### src/rtl/ift_mem_arbiter.sv
// ift_mem_arbiter: two-requester (core/loader) SRAM arbiter with bounded lock and response routing.
// Define IFT_ARB_TAINT_EN to propagate taint sidebands; otherwise all taint outputs are zero.
module ift_mem_arbiter #(
   parameter int AddrWidth     = 64,
   parameter int DataWidth     = 64,
   parameter int MaxLockCycles = 16,
   parameter int StrbWidth     = DataWidth / 8
) (
   input  logic                            clk_i,
   input  logic                            rst_i,
   input  logic [1:0]                      req_i,
   input  logic [1:0]                      lock_i,
   input  logic [1:0]                      we_i,
   input  logic [1:0][AddrWidth-1:0]       addr_i,
   input  logic [1:0][DataWidth-1:0]       wdata_i,
   input  logic [1:0][StrbWidth-1:0]       strb_i,
   output logic [1:0]                      gnt_o,
   output logic [1:0]                      rvalid_o,
   output logic [1:0][DataWidth-1:0]       rdata_o,
   input  logic [1:0]                      req_t_i,
   input  logic [1:0]                      we_t_i,
   input  logic [1:0][AddrWidth-1:0]       addr_t_i,
   input  logic [1:0][DataWidth-1:0]       wdata_t_i,
   input  logic [1:0][StrbWidth-1:0]       strb_t_i,
   output logic [1:0]                      gnt_t_o,
   output logic [1:0][DataWidth-1:0]       rdata_t_o,
   output logic                            mem_req_o,
   output logic                            mem_we_o,
   output logic [AddrWidth-1:0]            mem_addr_o,
   output logic [DataWidth-1:0]            mem_wdata_o,
   output logic [StrbWidth-1:0]            mem_strb_o,
   input  logic [DataWidth-1:0]            mem_rdata_i,
   output logic                            mem_req_t_o,
   output logic                            mem_we_t_o,
   output logic [AddrWidth-1:0]            mem_addr_t_o,
   output logic [DataWidth-1:0]            mem_wdata_t_o,
   output logic [StrbWidth-1:0]            mem_strb_t_o,
   input  logic [DataWidth-1:0]            mem_rdata_t_i
);
   localparam logic [1:0] ARB   = 2'd0;
   localparam logic [1:0] LOCK0 = 2'd1;
   localparam logic [1:0] LOCK1 = 2'd2;

   logic [1:0] state;
   logic [7:0] cnt, cnt_nxt;
   logic       last_q, rsp_valid_q, rsp_sel_q;
   logic       locked, owner, sel, any, rd_acc;

   assign locked  = state == LOCK0 || state == LOCK1;
   assign owner   = state == LOCK1;
   assign cnt_nxt = cnt + 8'd1;

   // On a tie the requester not served last wins; a lock owner excludes the other side entirely.
   always_comb
      gnt_o = rst_i ? 2'b00 : locked ? req_i & (owner ? 2'b10 : 2'b01) :
              &req_i ? (last_q ? 2'b01 : 2'b10) : req_i;

   assign sel    = gnt_o[1];
   assign any    = |gnt_o;
   assign rd_acc = any & ~we_i[sel];

   assign mem_req_o   = any;
   assign mem_we_o    = any & we_i[sel];
   assign mem_addr_o  = any ? addr_i[sel]  : '0;
   assign mem_wdata_o = any ? wdata_i[sel] : '0;
   assign mem_strb_o  = any ? strb_i[sel]  : '0;

   always_ff @(posedge clk_i) begin
      if (rst_i) begin
         state       <= ARB;
         cnt         <= 8'd0;
         last_q      <= 1'b0;
         rsp_valid_q <= 1'b0;
         rsp_sel_q   <= 1'b0;
      end else begin
         rsp_valid_q <= rd_acc;
         if (rd_acc) rsp_sel_q <= sel;
         if (any) last_q <= sel;
         if (locked) begin
            if (!lock_i[owner]) state <= ARB;
            else if (any) begin
               cnt <= cnt_nxt;
               if (cnt_nxt == 8'(MaxLockCycles)) state <= ARB;
            end
         end else if (any && lock_i[sel] && MaxLockCycles > 1) begin
            state <= sel ? LOCK1 : LOCK0;
            cnt   <= 8'd1;
         end
      end
   end

   assign rvalid_o = (rsp_valid_q & ~rst_i) ? (rsp_sel_q ? 2'b10 : 2'b01) : 2'b00;

   always_comb begin
      rdata_o            = '0;
      rdata_o[rsp_sel_q] = mem_rdata_i;
   end

`ifdef IFT_ARB_TAINT_EN
   // A contested grant reveals both requesters' request taints to each side.
   assign gnt_t_o = rst_i ? 2'b00 : (!locked && &req_i) ? {2{|req_t_i}} :
                    gnt_o & {2{req_t_i[sel]}};
   assign mem_req_t_o   = any & req_t_i[sel];
   assign mem_we_t_o    = any & we_t_i[sel];
   assign mem_addr_t_o  = any ? addr_t_i[sel]  : '0;
   assign mem_wdata_t_o = any ? wdata_t_i[sel] : '0;
   assign mem_strb_t_o  = any ? strb_t_i[sel]  : '0;

   always_comb begin
      rdata_t_o = '0;
      if (!rst_i) rdata_t_o[rsp_sel_q] = mem_rdata_t_i;
   end
`else
   logic unused_taint;
   assign unused_taint  = ^{req_t_i, we_t_i, addr_t_i, wdata_t_i, strb_t_i, mem_rdata_t_i};
   assign gnt_t_o       = '0;
   assign rdata_t_o     = '0;
   assign mem_req_t_o   = 1'b0;
   assign mem_we_t_o    = 1'b0;
   assign mem_addr_t_o  = '0;
   assign mem_wdata_t_o = '0;
   assign mem_strb_t_o  = '0;
`endif
endmodule

### config.mk
export PLATFORM = sky130hd
export DESIGN_NAME = ift_mem_arbiter
export DESIGN_NICKNAME = d
export VERILOG_FILES = /design/src/rtl/ift_mem_arbiter.sv
export SDC_FILE = /design/constraint.sdc
export NUM_CORES = 1
export LEC_CHECK = 0
export CAP_MARGIN = 30
export CORE_AREA = 2 2 473 475
export DETAILED_ROUTE_END_ITERATION = 8
export DIE_AREA = 0 0 475 477
export PLACE_DENSITY = 0.31
export SLEW_MARGIN = 20
export SYNTH_ARGS = -nofsm -noshare
export SYNTH_HDL_FRONTEND = slang
export SYNTH_SLANG_ARGS = --single-unit
### constraint.sdc
create_clock -name clk_i -period 2 [get_ports clk_i]
set_input_delay 0.2 -clock clk_i [delete_from_list [all_inputs] [get_ports clk_i]]
set_output_delay 0.2 -clock clk_i [all_outputs]
set_load 0.005 [all_outputs]
Word-level counts from Yosys, hierarchy flattened
Index checks and enable logic that the tools add are counted.
{ "totals": {"latchBits": 0, "regBits": 13, "word_cells": 66, "romBits": 0, "input_bits": 684, "ram_bits": 0, "memories": 0} }
{ "op_classes": {"reduce_logical": 8, "muxes": 34, "n_eq_ne": 7, "n_shift": 0, "n_mul": 0, "addsub": 1, "bitwise": 7, "n_lt_le_gt_ge": 4, "div": 0} }
{ "op_table": {"columns": ["op", "count"], "rows": [
  ["$mux 64", 7],
  ["$and 128x128->128", 1],
  ["$demux 64 s1", 1],
  ["$mux 8", 7],
  ["$mux 2", 13],
  ["$add 8x1->8 const B", 1],
  ["$eq 8x5->1 const B", 1],
  ["$lt 1x2->1 const B", 3],
  ["$mux 1", 6],
  ["$reduce_and 3->1", 2],
  ["$ne 2x1->1 const B", 2],
  ["$and 1x1->1", 3],
  ["$ne 3x2->1 const B", 1],
  ["$ne 3x3->1 const B", 1],
  ["$and 2x2->2", 1],
  ["$eq 2x1->1 const B", 1],
  ["$eq 2x2->1 const B", 1],
  ["$logic_and 1x1->1", 2],
  ["$not 1->1", 2],
  ["$reduce_and 2->1", 1],
  ["$reduce_bool 2->1", 1],
  ["$reduce_or 2->1", 1],
  ["$ge 1x1->1 const B", 1],
  ["$logic_or 1x1->1", 1]
]} }

Longest topological paths before layout
{ "depth": {"depth_word": 10, "ltp_mapped": 10} }

Worst setup path before layout
Ideal clock, no wire load.
{ "synth_path": {"path_kind": "register -> register", "startpoint": "register state[0]", "endpoint": "register cnt[3]", "stages_incl_launch_ff": 10, "period_less_slack_ns": 2.119, "n_path_buf": 2, "slack_ns": -0.119, "arrival_time_ns": 1.980, "setup_ns": 0.139, "cell_sequence": "dfxtp_1 > inv_1 > ha_1 > o21ai_2 > a311o_1 > buf_6 > mux2i_1 > buf_4 > o311ai_0 > o41ai_2"} }
{ "synth_between": {"elab_chain_len": 10} }
{ "synth_lines": {"columns": ["element", "line_no", "text"], "rows": [
  ["from (decl)", "44", "logic [1:0] state;"],
  ["from (signal assigned)", "86", "state <= sel ? LOCK1 : LOCK0;"],
  ["$eq 2x2->1", "49, 50", null],
  ["$mux 2", "55", "gnt_o = rst_i ? 2'b00 : locked ? req_i & (owner ? 2'b10 : 2'b01) :"],
  ["$and 2x2->2", "55", null],
  ["$mux 2 (2 in series)", "55", null],
  ["$mux 1 (not written as such) (2 in series)", "85", "end else if (any && lock_i[sel] && MaxLockCycles > 1) begin"],
  ["$logic_and 1x1->1", "85", null],
  ["$reduce_bool 2->1 (no line)", null, null],
  ["$reduce_and 3->1 (no line)", null, null],
  ["to (signal assigned)", "82", "cnt <= cnt_nxt;"],
  ["to (decl)", "45", "logic [7:0] cnt, cnt_nxt;"]
]} }
Parallel ways exist; a longest one is shown, timed or not. The select of a mux whose other input is x is not followed.
A chain may end at the register's enable or synchronous reset.

Worst setup path in the final report
{ "layout_path": {"startpoint": "register state[0]", "endpoint": "output mem_wdata_o[49]"} }
{ "layout_between": {"elab_chain_len": 8} }
{ "layout_lines": {"columns": ["element", "line_no", "text"], "rows": [
  ["$eq 2x2->1", "49, 50", null],
  ["$mux 2", "55", null],
  ["$and 2x2->2", "55", null],
  ["$mux 2 (*) (2 in series)", "55", null],
  ["$mux 64 (not written as such) (2 in series)", "65", "assign mem_wdata_o = any ? wdata_i[sel] : '0;"],
  ["$mux 64 (*)", "65", null],
  ["to (decl)", "30", "output logic [DataWidth-1:0] mem_wdata_o,"]
]} }
Mark *: on every way between the ends. The rest lies on a longest branch, timed or not. The select of a mux whose other input is x is not followed.

==> results.py <==
metrics = {
    "die": {
        "start_util_pct": 2.547,
        "die_y_um": 477,
        "fp.dieArea_um2": 226600,
        "rows": 173,
        "fp.coreArea_um2": 221400,
        "die_w_um": 475,
        "io_pins": 1222,
    },
    "global_route": {
        "grt.overflow.total": 0,
        "top_usage_layer": "met2",
        "grt_usage_pct": 6.112,
        "grt_max_degree": 45,
        "grt_first_pass_wirelength_um": 88300,
        "use_met1_pct": 6.917,
        "antenna_found_initial": 30,
        "grt_use_met2_pct": 10.50,
        "met3_usage_pct": 2.541,
        "first_global_vias": 7912,
    },
    "worst_hold_path": {
        "hp-class": "flip-flop to flip-flop",
    },
    "routing": {
        "drtPass1Iterations": 4,
        "vias": 8396,
        "drc": 0,
        "routed_wl_um": 74150,
        "ant_nets": 0,
        "detail_route.wl_per_cell_um": 15.90,
        "drt_iter0_drc": 206,
        "vias_per_cell": 1.801,
    },
    "cts": {
        "root_buffer": "clkbuf_16",
        "clk_latency_ps": 250,
        "numCtsBuffers": 3,
        "cts_sinks": 13,
        "cts_tree": "built",
        "clock_path_buffers": 2,
        "h-tree-depth": 1,
        "clkTransAtPathRegs_ps": 50,
        "holdBufCountCts": 0,
    },
    "yosys": {
        "synthArstFlopShare_pct": 0,
        "synth_cells": 972,
        "ys_dominant_reg_cell": "dfxtp_1",
        "seq_area_frac_synth_pct": 4.615,
        "ys_ff_latch": 13,
        "syn-cell-area_um2": 5639,
        "synth.distinct_cells": 42,
        "postSynthAreaPerCell_um2": 5.802,
        "synth_edf_count": 0,
        "yosysWarningCount": 0,
    },
    "run_status": {
        "failed_checks": "setup timing",
        "status": "finished, violations left",
    },
    "timing": {
        "setup_violations": 151,
        "period_share_pct": 136.5,
        "hold_viol_final": 0,
        "fmax_ghz": 0.3664,
        "fin_ws_ps": -729.4,
        "period_needed_ps": 2729,
        "rsz0062_at_grt": "true",
        "finClkSkew_ps": 2.090,
        "slew_viol_final": 0,
    },
    "layout": {
        "drive_above_1_share_pct": 33.00,
        "syn_to_final_growth_pct": 217.7,
        "fin_nets": 2366,
        "fillers": 25930,
        "layout.cells.non_filler": 4663,
        "final_cell_mix": "443 x clkdlybuf4s50_1, 268 x conb_1, 166 x nand2_1",
        "final_common_cell": "clkdlybuf4s50_1",
    },
    "placement": {
        "place_inst": 4602,
        "hpwlAfterDp_um": 66180,
        "portBuffers": 613,
        "place.gp.congestion": 0.7796,
    },
    "worst_setup_path": {
        "cp.required_ps": 1800,
        "worstPathArrival_ps": 2530,
        "crit_fanout": 7,
        "setup.worst_path.end_class": "primary output",
        "critPathLaunchType": "flip-flop",
        "path_class": "flip-flop to primary output",
    },
    "power": {
        "leakagePower_nw": 6.574,
        "total_power_mw": 5.167,
        "p_per_area_nw_per_um2": 288.4,
        "peakVddDrop_uv": 315.9,
    },
    "flow_run": {
        "maxCapViolCount": 0,
    },
}
-- worst max-delay path, cell delays in order (launching register included) --
cell and delay [ps]:
dfxtp_2 330, inv_2 40, ha_4 270, o21ai_2 60, a311o_2 330, buf_12 160
clkinv_8 70, buf_12 110, buf_12 150, buf_12 140, nand2_4 50, a21oi_4 360
buf_12 160
-- stage by stage --
step / cell area, µm² / hold WS, ps / setup slack [ps] / util [%] / setup TNS (ps)
2_1_floorplan: 6659 / 337.4 / -5.488 / - / -5.488
3_3_place_gp: 15770 / 491.0 / -1045 / 7.120 / -100880
3_5_place_dp: 15770 / 527.0 / -1058 / 7.120 / -99760
5_1_grt: 17890 / 508.1 / -774.3 / 8.081 / -97830
4_1_cts: 16830 / 534.0 / -807.0 / 7.602 / -94840
6_report: 17910 / 488.4 / -729.4 / 8.090 / -81640
-- final timing paths --
kind                     end  slack, ps  cells past startpoint     start
max          mem_wdata_o[49]       -730                     12  state[0]
min                   cnt[7]        490                      2    cnt[7]
max reg2reg           cnt[1]       -610                     12  state[0]
min reg2reg           cnt[7]        490                      2    cnt[7]
-- power breakdown --
group          internal, mW  total, mW  switching (mW)
combinational          2.33       4.49            2.15
clock                 0.270      0.393           0.123
sequential            0.271      0.290          0.0183
-- sequential cells by signal (all words and copies together) (netlist names) --
name	flops
cnt	8
state	2
last_q	1
rsp_sel_q	1
rsp_valid_q	1
-- logic make-up after synthesis --
family,Yosys count,share of synthesized area (%)
simple gates,440,35.74
buf+inv,343,41.58
compound gates,166,16.33
flops,13,4.615
mux,5,0.9097
fa+ha+maj,2,0.4437
xor+xnor,2,0.3107
other cells,1,0.06650
-- layout make-up --
class	count	area [µm²]	share of cell area, %
inverter	10	50.05	0.2794
multi-input combinational	883	5405	30.17
clock buffer	4	78.83	0.4400
timing repair buffer	769	8369	46.72
tap	2975	3722	20.78
sequential	13	266.5	1.488
antenna	9	22.52	0.1257
-- repair_timing --
item                       CTS  global route
gates resized for setup    421           276
gates cloned                 6             5
buffers inserted            29            39
setup endpoints to repair  155           182
pin swaps                   37            93
-- metal layers --
layer,vias to the layer above,routed length (µm)
li1,3976,-
met1,3745,28290
met2,573,35550
met3,82,7903
met4,20,2266
met5,-,136
-- cells in the mapped netlist (all sizes together) (4+ instances only) --
library cell | count | area share, %
nor2 | 15 | 1.0
o311ai | 5 | 0.78
nor2b | 65 | 7.2
buf | 301 | 39
dfxtp | 13 | 4.6
clkbuf | 32 | 2.1
nand2 | 279 | 19
nand3 | 5 | 0.44
inv | 10 | 0.67
a21oi | 140 | 12
mux2i | 4 | 0.71
o21ai | 8 | 0.78
and2 | 65 | 7.2
Note: power is estimated with default switching activity, not from simulation.
